### src/rtl/spi_engine.sv
// SPI master engine, mode 0 (SCK idles low), one byte per START, MSB first.
// Each phase (lead-in, SCK high, SCK low, trail-out) lasts CLKDIV+1 clocks.
// A transfer is 1 lead + 8 high + 7 low + 1 trail = 17 phases.
module spi_engine #(
  parameter int DIVW = 4
) (
  input  logic            CLK,
  input  logic            RST,
  input  logic            START,
  input  logic [7:0]      DIN,
  input  logic [DIVW-1:0] CLKDIV,
  input  logic            SSEL,
  input  logic            KEEP,
  input  logic            RELEASE,
  output logic [7:0]      DOUT,
  output logic            BUSY,
  output logic            DONE,
  output logic            SCK,
  output logic            MOSI,
  input  logic            MISO,
  output logic [1:0]      nSS
);

  typedef enum logic [2:0] {IDLE, LEAD, SCKHI, SCKLO, TRAIL} state_t;

  state_t          state;
  logic [DIVW-1:0] cnt;     // phase down-counter, reloaded on every state entry
  logic [DIVW-1:0] div;     // divider latched at acceptance
  logic            keep;    // keep-select flag latched at acceptance
  logic [7:0]      shreg;   // tx bits shift out of [7], rx bits shift into [0]
  logic [2:0]      bitcnt;  // completed SCK pulses

  // Control FSM with all outputs registered.
  // The shift happens on the SCK rising edge together with the MISO sample,
  // so shreg[7] already holds the next tx bit when MOSI is updated on the
  // falling edge; this keeps DIN[0] from being overwritten by the first
  // received bit.
  always_ff @(posedge CLK or posedge RST) begin
    if (RST) begin
      state  <= IDLE;
      cnt    <= '0;
      div    <= '0;
      keep   <= 1'b0;
      shreg  <= 8'h00;
      bitcnt <= 3'd0;
      DOUT   <= 8'h00;
      BUSY   <= 1'b0;
      DONE   <= 1'b0;
      SCK    <= 1'b0;
      MOSI   <= 1'b0;
      nSS    <= 2'b11;
    end else begin
      DONE <= 1'b0;
      case (state)
        IDLE: begin
          if (START) begin
            shreg <= DIN;
            MOSI  <= DIN[7];
            nSS   <= SSEL ? 2'b01 : 2'b10;
            BUSY  <= 1'b1;
            div   <= CLKDIV;
            keep  <= KEEP;
            cnt   <= CLKDIV;
            SCK   <= 1'b0;
            state <= LEAD;
          end else if (RELEASE) begin
            nSS <= 2'b11;
          end
        end
        LEAD, SCKLO: begin
          if (cnt == '0) begin
            SCK   <= 1'b1;
            shreg <= {shreg[6:0], MISO};
            cnt   <= div;
            state <= SCKHI;
          end else begin
            cnt <= cnt - 1'b1;
          end
        end
        SCKHI: begin
          if (cnt == '0) begin
            SCK    <= 1'b0;
            bitcnt <= bitcnt + 3'd1;
            cnt    <= div;
            if (bitcnt != 3'd7) begin
              MOSI  <= shreg[7];
              state <= SCKLO;
            end else begin
              state <= TRAIL;
            end
          end else begin
            cnt <= cnt - 1'b1;
          end
        end
        TRAIL: begin
          if (cnt == '0) begin
            DOUT  <= shreg;
            DONE  <= 1'b1;
            BUSY  <= 1'b0;
            state <= IDLE;
            if (!keep) nSS <= 2'b11;
          end else begin
            cnt <= cnt - 1'b1;
          end
        end
        default: state <= IDLE;
      endcase
    end
  end

endmodule

### config.mk
export PLATFORM = sky130hd
export DESIGN_NAME = spi_engine
export DESIGN_NICKNAME = d
export VERILOG_FILES = /design/src/rtl/spi_engine.sv
export SDC_FILE = /design/constraint.sdc
export NUM_CORES = 1
export LEC_CHECK = 0
export BUFFER_PORTS_ARGS = -buffer_cell sky130_fd_sc_hd__buf_2
export CORE_UTILIZATION = 50
export DETAILED_ROUTE_END_ITERATION = 7
export PLACE_DENSITY = 0.73
export SYNTH_ARGS = -nofsm -noshare
export SYNTH_HDL_FRONTEND = slang
export SYNTH_SLANG_ARGS = --single-unit
export TNS_END_PERCENT = 50
### constraint.sdc
create_clock -name CLK -period 1.7 [get_ports CLK]
set_clock_uncertainty 0.1 [all_clocks]
set_input_delay 0.17 -clock CLK [delete_from_list [all_inputs] [get_ports CLK]]
set_output_delay 0.17 -clock CLK [all_outputs]
set_load 0.01 [all_outputs]
**Word level (Yosys, flattened, before mapping)**

Cells that the tools add are included.

- Multiplexer cells: 31
- $add $sub $neg: 2
- Reduce and logical (&&, ||, !) cells: 19
- Equality and inequality tests: 13

Operator list:

| kind | count |
|---|---|
| 2-to-1 mux 8 bit | 2 |
| case mux 8 bit (2 select lines) | 1 |
| AND reduction 4 bit | 4 |
| 2-to-1 mux 3 bit | 5 |
| != test 2 bit, second input constant | 7 |
| 2-to-1 mux 4 bit | 3 |
| case mux 3 bit (4 select lines) | 1 |
| case mux 4 bit (3 select lines) | 1 |
| 2-to-1 mux 2 bit | 5 |
| 2-to-1 mux 1 bit | 9 |
| AND reduction 3 bit | 3 |
| == test 3 x 2 -> 1 bit, second input constant | 2 |
| != test 3 bit, second input constant | 2 |
| AND reduction 2 bit | 3 |
| nonzero test 2 bit | 3 |
| nonzero test 3 bit | 2 |
| zero test 4 bit | 1 |
| case mux 1 bit (2 select lines) | 2 |
| case mux 2 bit (2 select lines) | 1 |
| subtractor 4 x 1 -> 4 bit, second input constant | 1 |
| adder 3 x 1 -> 3 bit, second input constant | 1 |
| == test 3 x 1 -> 1 bit, second input constant | 1 |
| == test 3 bit, second input constant | 1 |
| zero test 3 bit | 1 |
| other kinds (3) | 3 |

- Output and inout port bits: 14
- Word-level logic and storage cells: 77
- Flip-flop bits (word level): 37

**Logic depth before layout (Yosys ltp)**

- Depth in word-level cells: 4
- Mapped depth: 7

**Least setup slack after synthesis**

OpenSTA, ideal clock, no wires.

- Kind: reg2reg
- Start point: register cnt[0]
- End point: register cnt[3]
- Path buffers: 1
- Data arrival time: 1.570 ns
- Cell stages (with the launch flop): 8
- Data required time: 1.480 ns
- Path slack: -0.090 ns
- Clock period less this slack: 1.790 ns
- Cell sequence: dfrtp_1 -> inv_1 -> ha_1 -> or3b_1 -> buf_2 -> a21oi_1 -> a21oi_1 -> o211a_1

- Word-level cells in the longest chain between the ends: 3
- Elaborated cells on any way between the ends: 7
- Those cells by class: add/sub: 1; eq/ne: 1; mux: 3; reduce/logical: 2

Ends and longest elaborated chain:

| element | line | RTL |
|---|---|---|
| from (decl) | 27 | `logic [DIVW-1:0] cnt;` |
| from (signal assigned) | 74 | `cnt <= div;` |
| from (signal assigned) | 77 | `cnt <= cnt - 1'b1;` |
| from (signal assigned) | 84 | `cnt <= div;` |
| subtractor 4 x 1 -> 4 bit / zero test 4 bit (equally long branches) | n/a |  |
| 2-to-1 mux 4 bit (tied with other cells) | 96 | `if (cnt == '0) begin` |
| case mux 4 bit (3 select lines) / AND reduction 3 bit (equally long branches) | n/a |  |

Parallel ways exist; a longest one is shown, timed or not. The select of a mux whose other input is x is not followed.
A chain may end at the register's enable or synchronous reset.

**Worst setup path after layout**

Same ends and word-level chain as after synthesis.

==> insert_results.sql <==
INSERT INTO impl_metrics (metric_group, metric, value, unit) VALUES
('run_status', 'status', 'finished clean', ''),
('pwr', 'leakagePower', '1.213', 'nW'),
('finish', 'diodes', '0', ''),
('grt', 'grtUsageTotal', '24.04', '%'),
('finish', 'multi_input_comb_area', '988.4', 'um^2'),
('setup_path', 'timing.critical_path.arrival', '1.83', 'ns'),
('clock_tree', 'total_cts_buffers', '5', ''),
('die', 'initial_utilization', '52.54', '%'),
('pwr', 'power_per_cell_area', '1602', 'nW/um^2'),
('grt', 'first_global_vias', '1563', ''),
('die', 'die_area', '4129', 'um^2'),
('place', 'io_buffer_count', '32', ''),
('setup_path', 'setup.worst_path.class', 'register to register', ''),
('drt', 'drt_iter0_drc', '70', ''),
('finish', 'drive_gt1_share', '39.15', '%'),
('pwr', 'power_frac_comb', '48.8', '%'),
('setup_path', 'r2r_slack', '0.009', 'ns'),
('job', 'maxCapViolations', '0', ''),
('place', 'detailed_place_hpwl', '3.260', 'mm'),
('grt', 'grt_remaining_overflow', '0', ''),
('finish', 'postLayoutCellArea', '2535', 'um^2'),
('drt', 'final_antenna_net_count', '0', ''),
('synth', 'synth-warning-count', '0', ''),
('pwr', 'sw_frac_of_total', '37.26', '%'),
('pwr', 'p_sw', '1.513', 'mW'),
('pwr', 'post-layout-total-power', '4.061', 'mW'),
('die', 'boundaryPins', '33', ''),
('synth', 'synth.lib_cells_used.distinct', '49', ''),
('timing', 'worst-slew-pin-transition', '0.4598', 'ns'),
('drt', 'post-route-drc-count', '0', ''),
('setup_path', 'path_max_fanout', '4', ''),
('finish', 'sequential_cell_area', '929.6', 'um^2'),
('die', 'core-area', '3689', 'um^2'),
('setup_path', 'critical_path.reg2reg.endpoint', 'cnt[3]', ''),
('timing', 'worst_slack', '0.009126', 'ns'),
('place', 'pre_cts_slack', '-0.1010', 'ns'),
('finish', 'layoutNonFillerInstCount', '306', ''),
('setup_path', 'end_kind', 'register', ''),
('place', 'placement.cell_area', '2356', 'um^2'),
('grt', 'grt_max_degree', '38', ''),
('timing', 'clock.fmax', '591.4', 'MHz'),
('finish', 'fin_nets', '280', ''),
('setup_path', 'r2r_start', 'cnt[0]', ''),
('clock_tree', 'clkLatencyLatePin', '0.29', 'ns'),
('timing', 'finalMaxSlewViolations', '0', ''),
('setup_path', 'worst-endpoint-required', '1.84', 'ns'),
('grt', 'grt_first_pass_wirelength', '7.389', 'mm'),
('synth', 'netlist_area', '1938', 'um^2'),
('timing', 'final_min_period_over_clock_period', '99.46', '%'),
('synth', 'synth-async-reset-ratio', '100.0', '%'),
('setup_path', 'worstSetupStartpoint', 'cnt[0]', ''),
('setup_path', 'kind_of_start_point_of_the_critical_path', 'register', ''),
('die', 'fp.dieH', '64.26', 'um'),
('synth', 'yosysSeqAreaShare', '47.90', '%'),
('pwr', 'internal_dissipation', '2.548', 'mW'),
('timing', 'final-hold-violation-count', '0', ''),
('timing', 'worst_hold_slack', '0.008628', 'ns'),
('clock_tree', 'clockBufferDepth', '2', ''),
('setup_path', 'worstRegToRegCells', '7', ''),
('clock_tree', 'clk_root_buffer_cell', 'clkbuf_8', ''),
('finish', 'fillerInstances', '302', ''),
('drt', 'postRouteWirelength', '4.536', 'mm'),
('clock_tree', 'clock-sinks', '37', ''),
('synth', 'netlist_instances', '195', ''),
('clock_tree', 'htree_num_levels', '2', ''),
('clock_tree', 'clkTransAtPathRegs', '0.07', 'ns'),
('timing', 'fin_crit', '1.691', 'ns'),
('synth', 'synth_edf_count', '0', ''),
('die', 'dieWidth', '64.26', 'um'),
('pwr', 'share_seq_of_total_power', '36.3', '%'),
('pwr', 'ir_worst_vdd', '0.9799', 'mV');
state kept, by name, indices dropped and copies added, names as in the netlist:
register / count
DOUT: 8
shreg: 8
SCK: 1
div: 4
cnt: 4
keep: 1
nSS: 2
MOSI: 1
bitcnt: 3
state: 3
DONE: 1
BUSY: 1
layer usage:
layer | global-route usage [%] | wire (um) | share of wire (%)
met1 | 31.51 | 2026 | 45
met2 | 38.29 | 2251 | 50
met3 | 5.714 | 170 | 3.7
met4 | 9.444 | 89 | 2.0
met5 | 0 | 0 | 0
worst min-delay path by stage:
stage,start,endpoint
finish,KEEP,keep
global route,KEEP,keep
CTS,KEEP,keep
detailed placement,RST,DONE
global placement,RST,DONE
floorplan,SSEL,nSS[1]
power by group through the flow:
stage | Sequential (mW) | Combinational (mW) | Clock, mW
finish | 1.48 | 1.98 | 0.602
global route | 1.51 | 2.17 | 0.658
CTS | 1.47 | 1.80 | 0.617
detailed placement | 1.47 | 1.77 | 0
global placement | 1.46 | 1.73 | 0
floorplan | 1.39 | 1.21 | 0
synthesized netlist by cell type (all sizes together) (4+ instances only):
| cell | number | area [um^2] |
|---|---|---|
| nor3 | 4 | 25.02 |
| mux2 | 7 | 78.83 |
| nor2 | 15 | 56.30 |
| o21ai | 6 | 30.03 |
| a21oi | 17 | 96.35 |
| ha | 4 | 50.05 |
| mux2i | 11 | 110.1 |
| inv | 6 | 22.52 |
| buf | 8 | 48.80 |
| nand2 | 29 | 108.9 |
| dfrtp | 35 | 875.8 |
cell type report:
class	instances	share of cell area, %
clock inverters	3	0.6910
flip-flops and latches	37	36.67
repair buffers	66	17.23
multi-input cells	139	38.99
clock buffers	5	2.715
inverters	8	1.333
well taps	48	2.369
critical path, cell delays in order, from the launching register on:
cell and delay [ns]:
dfrtp_1 0.39, inv_2 0.08, ha_4 0.14, buf_4 0.10, o21ba_2 0.15, or3_1 0.30, a32oi_1 0.20, o211a_1 0.18
cells by family (layout without fill, tap and decap cells):
group	after synthesis	after routing	share of synthesized area, %
buffers and inverters	19	82	4.648
adders and majority gates	4	4	2.582
and+or+nand+nor	68	68	17.17
muxes	18	18	9.749
DFF	37	37	47.90
AOI/OAI and AO/OA	47	47	17.04
xor gates and xnor gates	2	2	0.9040
repair_timing:
action                                  CTS  global route
endpoints found under the hold margin    36             0
buffers inserted                          0             1
gates resized for setup                   3            14
pin swaps                                 0             1
hold buffers                              2             0
endpoints found under the setup margin   11            12
cell usage in the layout (no fill, tap or decap), types with 2 or more instances in the layout:
cell           synthesis  routed
inv_1                  6       4
o22ai_1                3       2
dlygate4sd3_1          0       2
mux2_2                 7       7
o21bai_1               2       2
dfrtp_1               35      34
or2_2                  2       2
nand4_1                2       2
buf_2                  6      32
nor3_1                 3       3
clkinv_2               0       2
ha_1                   4       3
nand3_1                3       2
nand2_1               29      29
a32oi_1                2       2
mux2i_1               11      11
a21boi_0               2       2
o21ai_1                0       3
dfstp_2                2       2
nor3b_1                2       2
nand2b_1               2       2
o31ai_1                2       2
clkbuf_8               0       5
a2bb2oi_1              2       2
buf_4                  1      30
a21oi_1               16      15
o21ai_0                6       3
clkinvlp_4             0       2
nor2_1                15      15
inv_2                  0       2
Power figures use the tool's default switching activity.
